`src/rtl/store_commit_ctrl_if.sv`:
```
// ---------------------------------------------------------------------------
// store_commit_ctrl_if
//   Bundles every non-clock signal of the store commit controller.
//   master : the controller side (drives sq_pop, dc_req_*, status).
//   slave  : the environment side (commit stage, store queue, dcache).
//
// Handshake semantics (dc_req_*):
//   A write beat transfers on a cycle where dc_req_valid && dc_req_ready.
//   Once dc_req_valid is high, dc_req_addr/data/wstrb/uncached stay stable
//   and dc_req_valid stays high until that transfer cycle; ready may toggle
//   freely and never depends combinationally on valid.
//   dc_resp_valid is a one-cycle completion pulse for an uncached beat and
//   is only meaningful while the controller waits for it.
// ---------------------------------------------------------------------------
interface store_commit_ctrl_if #(
  parameter int CNT_W = 4
);
  logic             commit_store1_valid;
  logic             commit_store2_valid;
  logic             sq_head_valid;
  logic [31:0]      sq_head_addr;
  logic [31:0]      sq_head_data;
  logic [3:0]       sq_head_wstrb;
  logic             sq_head_uncached;
  logic             sq_pop;
  logic             dc_req_valid;
  logic [31:0]      dc_req_addr;
  logic [31:0]      dc_req_data;
  logic [3:0]       dc_req_wstrb;
  logic             dc_req_uncached;
  logic             dc_req_ready;
  logic             dc_resp_valid;
  logic [CNT_W-1:0] pending_cnt;
  logic             store_full;
  logic             drain_empty;

  modport master (
    input  commit_store1_valid, commit_store2_valid,
    input  sq_head_valid, sq_head_addr, sq_head_data, sq_head_wstrb, sq_head_uncached,
    input  dc_req_ready, dc_resp_valid,
    output sq_pop,
    output dc_req_valid, dc_req_addr, dc_req_data, dc_req_wstrb, dc_req_uncached,
    output pending_cnt, store_full, drain_empty
  );

  modport slave (
    output commit_store1_valid, commit_store2_valid,
    output sq_head_valid, sq_head_addr, sq_head_data, sq_head_wstrb, sq_head_uncached,
    output dc_req_ready, dc_resp_valid,
    input  sq_pop,
    input  dc_req_valid, dc_req_addr, dc_req_data, dc_req_wstrb, dc_req_uncached,
    input  pending_cnt, store_full, drain_empty
  );
endinterface

```
`src/rtl/store_commit_ctrl.sv`:
```
// ---------------------------------------------------------------------------
// store_commit_ctrl
//   Drains architecturally committed stores from the store-queue head to the
//   dcache write port, strictly in order. Counts committed-but-unpopped
//   stores (up to two commits per cycle), pops the SQ head, presents a
//   registered valid/ready write request, and blocks on uncached stores
//   until their write response.
// Ports
//   clk         : clock
//   resetn      : asynchronous active-low reset
//   bus         : store_commit_ctrl_if.master (commit, SQ head, dcache
//                 request/response, pending_cnt/store_full/drain_empty)
//   o_dbg_state : current FSM state (0 IDLE, 1 REQ, 2 WAIT)
// ---------------------------------------------------------------------------
module store_commit_ctrl #(
  parameter int PENDING_MAX = 8,
  parameter int CNT_W       = 4
) (
  input  logic                       clk,
  input  logic                       resetn,
  store_commit_ctrl_if.master        bus,
  output logic [1:0]                 o_dbg_state
);

  typedef enum logic [1:0] {
    S_IDLE = 2'd0,
    S_REQ  = 2'd1,
    S_WAIT = 2'd2
  } state_t;

  localparam logic [CNT_W:0]   MAX_W  = (CNT_W+1)'(PENDING_MAX);
  localparam logic [CNT_W-1:0] MAX_C  = CNT_W'(PENDING_MAX);
  localparam logic [CNT_W-1:0] FULL_C = CNT_W'(PENDING_MAX - 1);

  state_t           r_state;
  logic [CNT_W-1:0] r_cnt;
  logic [31:0]      r_addr;
  logic [31:0]      r_data;
  logic [3:0]       r_wstrb;
  logic             r_unc;

  logic             w_cnt_nz;
  logic             w_pop;
  logic [CNT_W:0]   w_inc_sum;
  logic [CNT_W:0]   w_cnt_sum;
  logic [CNT_W-1:0] w_cnt_next;

  assign w_cnt_nz = (r_cnt != '0);

  // The pop is decoded combinationally from registered state so that a
  // store committed in cycle t is popped in t+1 and requested in t+2.
  // In REQ a cached beat being accepted frees the request register, so the
  // next head can be loaded in the same cycle for 1 store/cycle throughput.
  always_comb begin
    w_pop = 1'b0;
    case (r_state)
      S_IDLE:  w_pop = w_cnt_nz && bus.sq_head_valid;
      S_REQ:   w_pop = bus.dc_req_ready && !r_unc && w_cnt_nz && bus.sq_head_valid;
      default: w_pop = 1'b0;
    endcase
  end

  // One extra bit so the sum can exceed PENDING_MAX before saturation.
  // A pop only happens with r_cnt > 0, so the subtraction cannot wrap.
  assign w_inc_sum = {1'b0, r_cnt}
                   + {{CNT_W{1'b0}}, bus.commit_store1_valid}
                   + {{CNT_W{1'b0}}, bus.commit_store2_valid};
  assign w_cnt_sum = w_inc_sum - {{CNT_W{1'b0}}, w_pop};
  assign w_cnt_next = (w_cnt_sum > MAX_W) ? MAX_C : w_cnt_sum[CNT_W-1:0];

  always_ff @(posedge clk or negedge resetn) begin
    if (!resetn) begin
      r_state <= S_IDLE;
      r_cnt   <= '0;
      r_addr  <= '0;
      r_data  <= '0;
      r_wstrb <= '0;
      r_unc   <= 1'b0;
    end else begin
      r_cnt <= w_cnt_next;
      if (w_pop) begin
        r_addr  <= bus.sq_head_addr;
        r_data  <= bus.sq_head_data;
        r_wstrb <= bus.sq_head_wstrb;
        r_unc   <= bus.sq_head_uncached;
      end
      case (r_state)
        S_IDLE: begin
          if (w_pop) r_state <= S_REQ;
        end
        S_REQ: begin
          if (bus.dc_req_ready) begin
            if (r_unc)       r_state <= S_WAIT;
            else if (!w_pop) r_state <= S_IDLE;
          end
        end
        S_WAIT: begin
          if (bus.dc_resp_valid) r_state <= S_IDLE;
        end
        default: r_state <= S_IDLE;
      endcase
    end
  end

  assign bus.sq_pop          = w_pop;
  assign bus.dc_req_valid    = (r_state == S_REQ);
  assign bus.dc_req_addr     = r_addr;
  assign bus.dc_req_data     = r_data;
  assign bus.dc_req_wstrb    = r_wstrb;
  assign bus.dc_req_uncached = r_unc;
  assign bus.pending_cnt     = r_cnt;
  assign bus.store_full      = (r_cnt >= FULL_C);
  assign bus.drain_empty     = !w_cnt_nz && (r_state == S_IDLE);
  assign o_dbg_state         = r_state;

  // Protocol checks on the commit stage and store queue.
  a_c2_needs_c1: assert property (@(posedge clk) disable iff (!resetn)
    bus.commit_store2_valid |-> bus.commit_store1_valid);
  a_no_overflow: assert property (@(posedge clk) disable iff (!resetn)
    w_inc_sum <= MAX_W);
  a_head_present: assert property (@(posedge clk) disable iff (!resetn)
    (r_state == S_IDLE && w_cnt_nz) |-> bus.sq_head_valid);

endmodule

```
`src/flat_wrapper.sv`:
```
// flat-port wrapper written by rule: the top's interface ports become plain ports
module store_commit_ctrl_flat 
#(
  parameter int PENDING_MAX = 8,
  parameter int CNT_W       = 4
)
  (clk, resetn, o_dbg_state, bus_commit_store1_valid, bus_commit_store2_valid, bus_sq_head_valid, bus_sq_head_addr, bus_sq_head_data, bus_sq_head_wstrb, bus_sq_head_uncached, bus_dc_req_ready, bus_dc_resp_valid, bus_sq_pop, bus_dc_req_valid, bus_dc_req_addr, bus_dc_req_data, bus_dc_req_wstrb, bus_dc_req_uncached, bus_pending_cnt, bus_store_full, bus_drain_empty);
  store_commit_ctrl_if #(.CNT_W(CNT_W)) bus_i ();
  input  logic clk;
  input  logic resetn;
  output logic [1:0] o_dbg_state;
  input wire logic [$bits(bus_i.commit_store1_valid)-1:0] bus_commit_store1_valid;
  input wire logic [$bits(bus_i.commit_store2_valid)-1:0] bus_commit_store2_valid;
  input wire logic [$bits(bus_i.sq_head_valid)-1:0] bus_sq_head_valid;
  input wire logic [$bits(bus_i.sq_head_addr)-1:0] bus_sq_head_addr;
  input wire logic [$bits(bus_i.sq_head_data)-1:0] bus_sq_head_data;
  input wire logic [$bits(bus_i.sq_head_wstrb)-1:0] bus_sq_head_wstrb;
  input wire logic [$bits(bus_i.sq_head_uncached)-1:0] bus_sq_head_uncached;
  input wire logic [$bits(bus_i.dc_req_ready)-1:0] bus_dc_req_ready;
  input wire logic [$bits(bus_i.dc_resp_valid)-1:0] bus_dc_resp_valid;
  output wire logic [$bits(bus_i.sq_pop)-1:0] bus_sq_pop;
  output wire logic [$bits(bus_i.dc_req_valid)-1:0] bus_dc_req_valid;
  output wire logic [$bits(bus_i.dc_req_addr)-1:0] bus_dc_req_addr;
  output wire logic [$bits(bus_i.dc_req_data)-1:0] bus_dc_req_data;
  output wire logic [$bits(bus_i.dc_req_wstrb)-1:0] bus_dc_req_wstrb;
  output wire logic [$bits(bus_i.dc_req_uncached)-1:0] bus_dc_req_uncached;
  output wire logic [$bits(bus_i.pending_cnt)-1:0] bus_pending_cnt;
  output wire logic [$bits(bus_i.store_full)-1:0] bus_store_full;
  output wire logic [$bits(bus_i.drain_empty)-1:0] bus_drain_empty;
  assign bus_i.commit_store1_valid = bus_commit_store1_valid;
  assign bus_i.commit_store2_valid = bus_commit_store2_valid;
  assign bus_i.sq_head_valid = bus_sq_head_valid;
  assign bus_i.sq_head_addr = bus_sq_head_addr;
  assign bus_i.sq_head_data = bus_sq_head_data;
  assign bus_i.sq_head_wstrb = bus_sq_head_wstrb;
  assign bus_i.sq_head_uncached = bus_sq_head_uncached;
  assign bus_i.dc_req_ready = bus_dc_req_ready;
  assign bus_i.dc_resp_valid = bus_dc_resp_valid;
  assign bus_sq_pop = bus_i.sq_pop;
  assign bus_dc_req_valid = bus_i.dc_req_valid;
  assign bus_dc_req_addr = bus_i.dc_req_addr;
  assign bus_dc_req_data = bus_i.dc_req_data;
  assign bus_dc_req_wstrb = bus_i.dc_req_wstrb;
  assign bus_dc_req_uncached = bus_i.dc_req_uncached;
  assign bus_pending_cnt = bus_i.pending_cnt;
  assign bus_store_full = bus_i.store_full;
  assign bus_drain_empty = bus_i.drain_empty;
  store_commit_ctrl #(.PENDING_MAX(PENDING_MAX), .CNT_W(CNT_W)) u_core (.clk(clk), .resetn(resetn), .bus(bus_i), .o_dbg_state(o_dbg_state));
endmodule
```
`config.mk`:
```
export PLATFORM = sky130hd
export DESIGN_NAME = store_commit_ctrl_flat
export DESIGN_NICKNAME = d
export VERILOG_FILES = /design/src/rtl/store_commit_ctrl_if.sv /design/src/rtl/store_commit_ctrl.sv /design/src/flat_wrapper.sv
export SDC_FILE = /design/constraint.sdc
export NUM_CORES = 1
export LEC_CHECK = 0
export CORE_MARGIN = 3
export CORE_UTILIZATION = 46
export CTS_BUF_LIST = sky130_fd_sc_hd__clkbuf_4 sky130_fd_sc_hd__clkbuf_8
export CTS_CLUSTER_SIZE = 28
export DETAILED_ROUTE_END_ITERATION = 8
export GPL_TIMING_DRIVEN = 0
export PLACE_DENSITY = 0.89
export SYNTH_ARGS = -nofsm -noshare
export SYNTH_HDL_FRONTEND = slang
export SYNTH_SLANG_ARGS = --single-unit
```
`constraint.sdc`:
```
create_clock -name clk -period 7.35 [get_ports clk]
set_input_delay 1.8375 -clock clk [delete_from_list [all_inputs] [get_ports clk]]
set_output_delay 1.8375 -clock clk [all_outputs]
set_load 0.005 [all_outputs]
```
==> run_results.csv, run 1 <==
group,metric,value,unit
outcome,status,"complete, no violations",
floorplan,start_util,0.478,
worst_setup_path,r2r_slack,3.63,ns
pwr,internal_power,1.60,mW
pwr,peakVddDrop,0.198,mV
clocking,cts_hold_buf,0,
pwr,sw_frac_of_total,0.280,
floorplan,ios,155,
worst_setup_path,endpoint_kind,"output pin",
hold_path,hp-start,"u_core.bus.dc_req_data[13]$_DFFE_PN0P_",
clocking,clk_path_buf_depth,2,
timing,layout_min_cycle_time,5.90,ns
place,gp_congestion,0.799,
worst_setup_path,worstPathArrival,4.06,ns
drt,drt_iter0_drc,72,
yosys,synth_top_area_share,0.575,
timing,fin_crit_sh,0.803,
clocking,cts_buffers,9,
timing,hold_viol,0,
drt,firstDrtPassIters,4,
worst_setup_path,r2r-end,"u_core.bus.pending_cnt[3]$_DFF_PN0_",
timing,relSlewSlack,0.413,
place,pre_cts_ws,1.42,ns
worst_setup_path,reg2reg_depth,12,
clocking,cts_resized,0,
timing,fmax,170,MHz
global_routing,grt_pass1_vias,2475,
layout,stdcell_count,461,
timing,fin_ws,1.45,ns
clocking,clk_pin_slew,0.07,ns
layout,n_antenna_cell,0,
yosys,synth_area_leaders,"dfrtp_1, mux2_4, mux2_2",
worst_setup_path,start_kind,"input pin",
timing,rsz0062_at_grt,"no",
yosys,synth_area,3270,µm²
yosys,synth_area_per_cell,16.7,µm²
timing,tns,0,ns
clocking,root_buffer,"clkbuf_8",
yosys,ys_seq_area_frac,0.575,
global_routing,track_usage,0.200,
yosys,syn_inst,195,
timing,finalSetupViolations,0,
place,placed_cells,446,
layout,nets,444,
yosys,ys_seq_elements,75,
pwr,power.density,429,nW/µm²
clocking,cts_setup_buffers,0,
drt,via_count,2220,
global_routing,antenna_found_initial,0,
floorplan,fp.dieW,90.3,µm
yosys,ys_types,27,
clocking,h-tree-depth,3,
floorplan,core_area,6830,µm²
global_routing,grt_pass1_wl,12800,µm
yosys,yosysMostFrequentCell,"dfrtp_1",
drt,route.detailed.drc,0,
hold_path,whs_path_depth,1,
global_routing,grt_max_degree,74,
drt,wirelength,7920,µm
pwr,power_frac_comb,0.506,
floorplan,dieArea,8150,µm²
pwr,seqPwrFrac,0.338,
floorplan,die_h,90.3,µm
pwr,leakagePower,2.24,nW
drt,viasPerCell,4.82,
pwr,p_sw,620,µW
drt,post_drt_wl_per_cell,17.2,µm
timing,worst_slew_pin_slew,0.880,ns
worst_setup_path,r2r-start,"u_core.bus.pending_cnt[2]$_DFF_PN0_",
yosys,synth_nets,278,
clocking,cts_tree,"done",
yosys,yosys_warnings,0,
job,maxCapViolations,0,
hold_path,min_to,"u_core.bus.dc_req_data[13]$_DFFE_PN0P_",
layout,layout-drive-gt1-share,0.266,
yosys,synth_flop_cell,"dfrtp_1",
worst_setup_path,path_class,"input pin to output pin",
worst_setup_path,path_max_fanout,11,
yosys,yosys.area.top_type,"dfrtp_1",
yosys,synth_edf_count,0,
worst_setup_path,required,5.51,ns
global_routing,gr-total-overflow,0,
place,dp_hpwl,5880,µm
place,port_buffers,154,
timing,drv_slew,0,
floorplan,fp-row-count,30,
layout,synthToLayoutAreaGrowth,58.2,%
timing,clock-skew-final,0.00977,ns
clocking,clock-sinks,75,
drt,ant_nets,0,
yosys,synth_commonest_cells,"dfrtp_1, mux2_4, mux2_2",
yosys,async_flop_share,1.00,
pwr,p_clk_frac,0.156,
clocking,clk_latency,0.34,ns
hold_path,hold_path.class,"register to register",
==> per-layer routing <==
metal / up-vias / global-route usage / share of wire
met5: - / 0 / 0
met4: 0 / 0.0638 / 0.010
met3: 9 / 0.0525 / 0.058
met2: 87 / 0.347 / 0.52
met1: 1110 / 0.245 / 0.42
li1: 1014 / - / -
==> worst max path at each step <==
stage / slack, ns / cells past startpoint / end / startpoint
finish: 1.45 / 5 / bus_sq_pop / bus_dc_req_ready
global route: 1.34 / 5 / bus_sq_pop / bus_dc_req_ready
floorplan: 2.76 / 3 / bus_sq_pop / bus_dc_req_ready
global placement: 1.40 / 5 / bus_sq_pop / bus_dc_req_ready
CTS: 1.40 / 5 / bus_sq_pop / bus_dc_req_ready
detailed placement: 1.42 / 5 / bus_sq_pop / bus_dc_req_ready
==> critical path: stages <==
cell	delay [ns]
clkdlybuf4s50_1	0.55
nand2b_4	0.07
a2111oi_4	0.83
buf_6	0.25
clkdlybuf4s50_1	0.51
==> stage by stage <==
| step | util | area [µm²] | hold slack (ns) | power, mW |
|---|---|---|---|---|
| after floorplan | - | 3270 | 0.505 | 1.29 |
| after global placement | 0.721 | 4930 | 0.489 | 1.84 |
| after detailed placement | 0.725 | 4950 | 0.492 | 1.89 |
| after CTS | 0.756 | 5170 | 0.511 | 2.25 |
| after global routing | 0.756 | 5170 | 0.525 | 2.34 |
| final | 0.756 | 5170 | 0.506 | 2.22 |
==> flip-flops by register name, summed over array words and instances (netlist names) <==
name,flops
u_core.bus.dc_req_uncached,1
u_core.bus.pending_cnt,4
u_core.bus.dc_req_wstrb,4
u_core.bus.dc_req_addr,32
u_core.bus.dc_req_data,32
u_core.o_dbg_state,2
==> kinds of logic (layout without fill, tap and decap cells) <==
family,count (synthesis),after routing,share of synthesized area
flip-flops,75,75,0.575
multiplexers,69,69,0.295
AND/OR/NAND/NOR,17,17,0.0349
buffers and inverters,16,186,0.0345
AO/OA/AOI/OAI,10,10,0.0264
adder cells (fa/ha/maj),7,7,0.0314
XOR/XNOR,1,1,0.00268
==> final cells by class <==
class / instances / area [µm²]
sequential: 75 / 1880
fill: 453 / 1660
timing repair buffer: 155 / 1570
multi-input combinational: 104 / 1280
clock buffer: 10 / 138
tap: 96 / 120
buffer: 7 / 78.8
clock inverter: 5 / 77.6
inverter: 9 / 33.8
==> power by group through the flow <==
stage | clock (mW) | combinational (mW) | sequential, mW
6_report | 0.346 | 1.12 | 0.749
5_1_grt | 0.371 | 1.20 | 0.778
4_1_cts | 0.353 | 1.14 | 0.751
3_5_place_dp | 0 | 1.13 | 0.755
3_3_place_gp | 0 | 1.10 | 0.742
2_1_floorplan | 0 | 0.537 | 0.757
==> placed cells by master (no fill, tap or decap), drive strengths merged, types with 2 or more instances in the layout <==
cell type,synthesis,routed
buf,7,9
bufinv,0,2
clkbuf,0,10
clkdlybuf4s50,0,153
clkinv,0,2
dfrtp,75,75
fa,2,2
ha,5,5
inv,9,9
mux2,69,69
nand2b,2,2
nand3,2,2
nor2,2,2
nor3b,2,2
nor4,3,3
o21ai,4,4
Note: power is estimated with default switching activity, not from simulation.
==> run 2: changes to the inputs <==
- CORE_UTILIZATION: 46 -> 38
- PLACE_DENSITY: 0.89 -> 0.78
- clock period: 7.35 -> 4.9 ns (I/O delays scaled with it)
==> run 2 against run 1 <==
Effect of this change:
- critical path depth did not move
- sequential power rose by 50%
- clock-buffer cell count fell by 1
- register-to-register slack got worse by 2.5 ns
- first-iteration DRC count fell by 24%
- die area rose by 20%
- cell area rose by 0.48%
- sequential share of layout area fell by 0.18 points
- clock skew rose by 0.0095 ns
- utilization fell by 13 points
- largest power group unchanged
- highest routed layer unchanged
==> run_results.csv, run 2 (synthesis results as in run 1) <==
group,metric,value,unit
outcome,status,"complete, no violations",
clocking,clk_latency,0.34,ns
place,gp_congestion,0.808,
timing,fin_ws,0.246,ns
pwr,p_sw,933,µW
global_routing,grt_pass1_vias,2415,
timing,fmax,215,MHz
hold_path,whs_path_depth,1,
pwr,seqPwrFrac,0.332,
clocking,clk_path_buf_depth,2,
worst_setup_path,path_max_fanout,11,
place,pre_cts_ws,-0.0631,ns
drt,wirelength,7830,µm
pwr,sw_frac_of_total,0.277,
drt,via_count,2227,
place,dpl_cell_area,4960,µm²
worst_setup_path,worstPathArrival,3.43,ns
clocking,h-tree-depth,3,
clocking,cts_buffers,9,
clocking,root_buffer,"clkbuf_8",
floorplan,ios,155,
clocking,cts_resized,0,
timing,layout_min_cycle_time,4.65,ns
worst_setup_path,start_kind,"input pin",
layout,synthToLayoutAreaGrowth,59.0,%
clocking,cts_setup_buffers,0,
worst_setup_path,required,3.67,ns
layout,fin_area,5190,µm²
pwr,power_frac_comb,0.499,
pwr,leakagePower,2.25,nW
worst_setup_path,reg2reg_depth,12,
pwr,power.density,649,nW/µm²
worst_setup_path,critical_path.most_common_cell,"clkdlybuf4s50_1",
place,dp_hpwl,5920,µm
clocking,clk_pin_slew,0.07,ns
hold_path,hold_path.class,"register to register",
timing,rsz0062_at_grt,"no",
drt,ant_nets,0,
global_routing,track_usage,0.168,
layout,nets,444,
clocking,cts_tree,"done",
floorplan,die_h,98.7,µm
floorplan,fp.dieW,98.7,µm
drt,viasPerCell,4.74,
global_routing,gr-total-overflow,0,
pwr,peakVddDrop,0.292,mV
drt,drt_iter0_drc,55,
worst_setup_path,endpoint_kind,"output pin",
floorplan,fp-row-count,33,
timing,finalSetupViolations,0,
floorplan,core_area,8300,µm²
clocking,clock-sinks,75,
worst_setup_path,slowest_delay,0.81,ns
clocking,cts_hold_buf,0,
global_routing,antenna_found_initial,0,
worst_setup_path,path_class,"input pin to output pin",
layout,final_common_cell,"clkdlybuf4s50_1",
layout,final_cell_mix,"clkdlybuf4s50_1, dfrtp_1, mux2_4",
timing,relSlewSlack,0.427,
worst_setup_path,cp_slowest_cell,"a2111oi_4",
layout,fillers,630,
job,maxCapViolations,0,
timing,worst_slew_pin_slew,0.859,ns
place,port_buffers,154,
drt,post_drt_wl_per_cell,16.7,µm
global_routing,grt_max_degree,44,
timing,fin_crit_sh,0.950,
layout,n_antenna_cell,0,
drt,firstDrtPassIters,3,
pwr,p_clk_frac,0.169,
floorplan,dieArea,9740,µm²
global_routing,grt_pass1_wl,13000,µm
timing,drv_slew,0,
timing,hold_viol,0,
drt,route.detailed.drc,0,
floorplan,start_util,0.393,
pwr,internal_power,2.44,mW
timing,clock-skew-final,0.0193,ns
worst_setup_path,crit_chain,"clkdlybuf4s50_1 > nand2b_4 > a2111oi_4 > buf_6 > clkdlybuf4s50_1",
layout,layout-drive-gt1-share,0.266,
[run 2: changes by cell type in the layout (fill, tap and decap cells not counted), sizes merged]
cell	change
bufinv	+1
clkbuf	-1
clkinvlp	-1
inv	+1
[run 2: power by group through the flow]
stage / combinational [mW] / sequential, mW / clock, mW
after floorplan: 0.805 / 1.14 / 0
after global placement: 1.67 / 1.11 / 0
after detailed placement: 1.70 / 1.13 / 0
after CTS: 1.71 / 1.12 / 0.585
after global routing: 1.80 / 1.17 / 0.611
final: 1.68 / 1.12 / 0.570
[run 2: final timing paths]
| path | startpoint | endpoint | slack [ns] |
|---|---|---|---|
| hold reg to reg | u_core.bus.dc_req_addr[9]$_DFFE_PN0P_ | u_core.bus.dc_req_addr[9]$_DFFE_PN0P_ | 0.51 |
| hold / removal | u_core.bus.dc_req_addr[9]$_DFFE_PN0P_ | u_core.bus.dc_req_addr[9]$_DFFE_PN0P_ | 0.51 |
| setup / recovery | bus_dc_req_ready | bus_sq_pop | 0.25 |
| setup reg to reg | u_core.bus.pending_cnt[2]$_DFF_PN0_ | u_core.bus.pending_cnt[3]$_DFF_PN0_ | 1.15 |
| min in group asynchronous | resetn | u_core.bus.dc_req_data[26]$_DFFE_PN0P_ | 0.82 |
| max in group asynchronous | resetn | u_core.bus.dc_req_addr[1]$_DFFE_PN0P_ | 3.48 |
[run 2: area by class of cell]
cell class | count | area (µm²) | share of cell area
inverters | 9 | 33.8 | 0.00651
well taps | 105 | 131 | 0.0253
flip-flops and latches | 75 | 1880 | 0.361
clock buffers | 9 | 124 | 0.0239
clock inverters | 6 | 113 | 0.0217
repair buffers | 155 | 1560 | 0.300
multi-input cells | 104 | 1280 | 0.246
plain buffers | 7 | 78.8 | 0.0152
[run 2: worst max-delay path: cells and delay by family]
kind / cells / cell delay (ns)
AO/OA/AOI/OAI: 1 / 0.81
buffers and inverters: 3 / 1.30
AND/OR/NAND/NOR: 1 / 0.07
[run 2: per-stage QoR]
step	std cells	total power, mW	utilization	setup TNS [ns]	hold slack [ns]
finish	470	3.37	0.626	0	0.509
global route	470	3.58	0.626	0	0.522
CTS	470	3.42	0.626	0	0.512
detailed placement	455	2.83	0.597	-0.0631	0.491
global placement	454	2.77	0.595	-0.334	0.490
floorplan	195	1.94	-	0	0.505
[run 2: metal layers]
layer / GRT usage / vias to the layer above / wire length, µm
li1: - / 1018 / -
met1: 0.222 / 1107 / 3300
met2: 0.271 / 90 / 3910
met3: 0.0368 / 12 / 468
met4: 0.0620 / 0 / 147
met5: 0 / - / 0
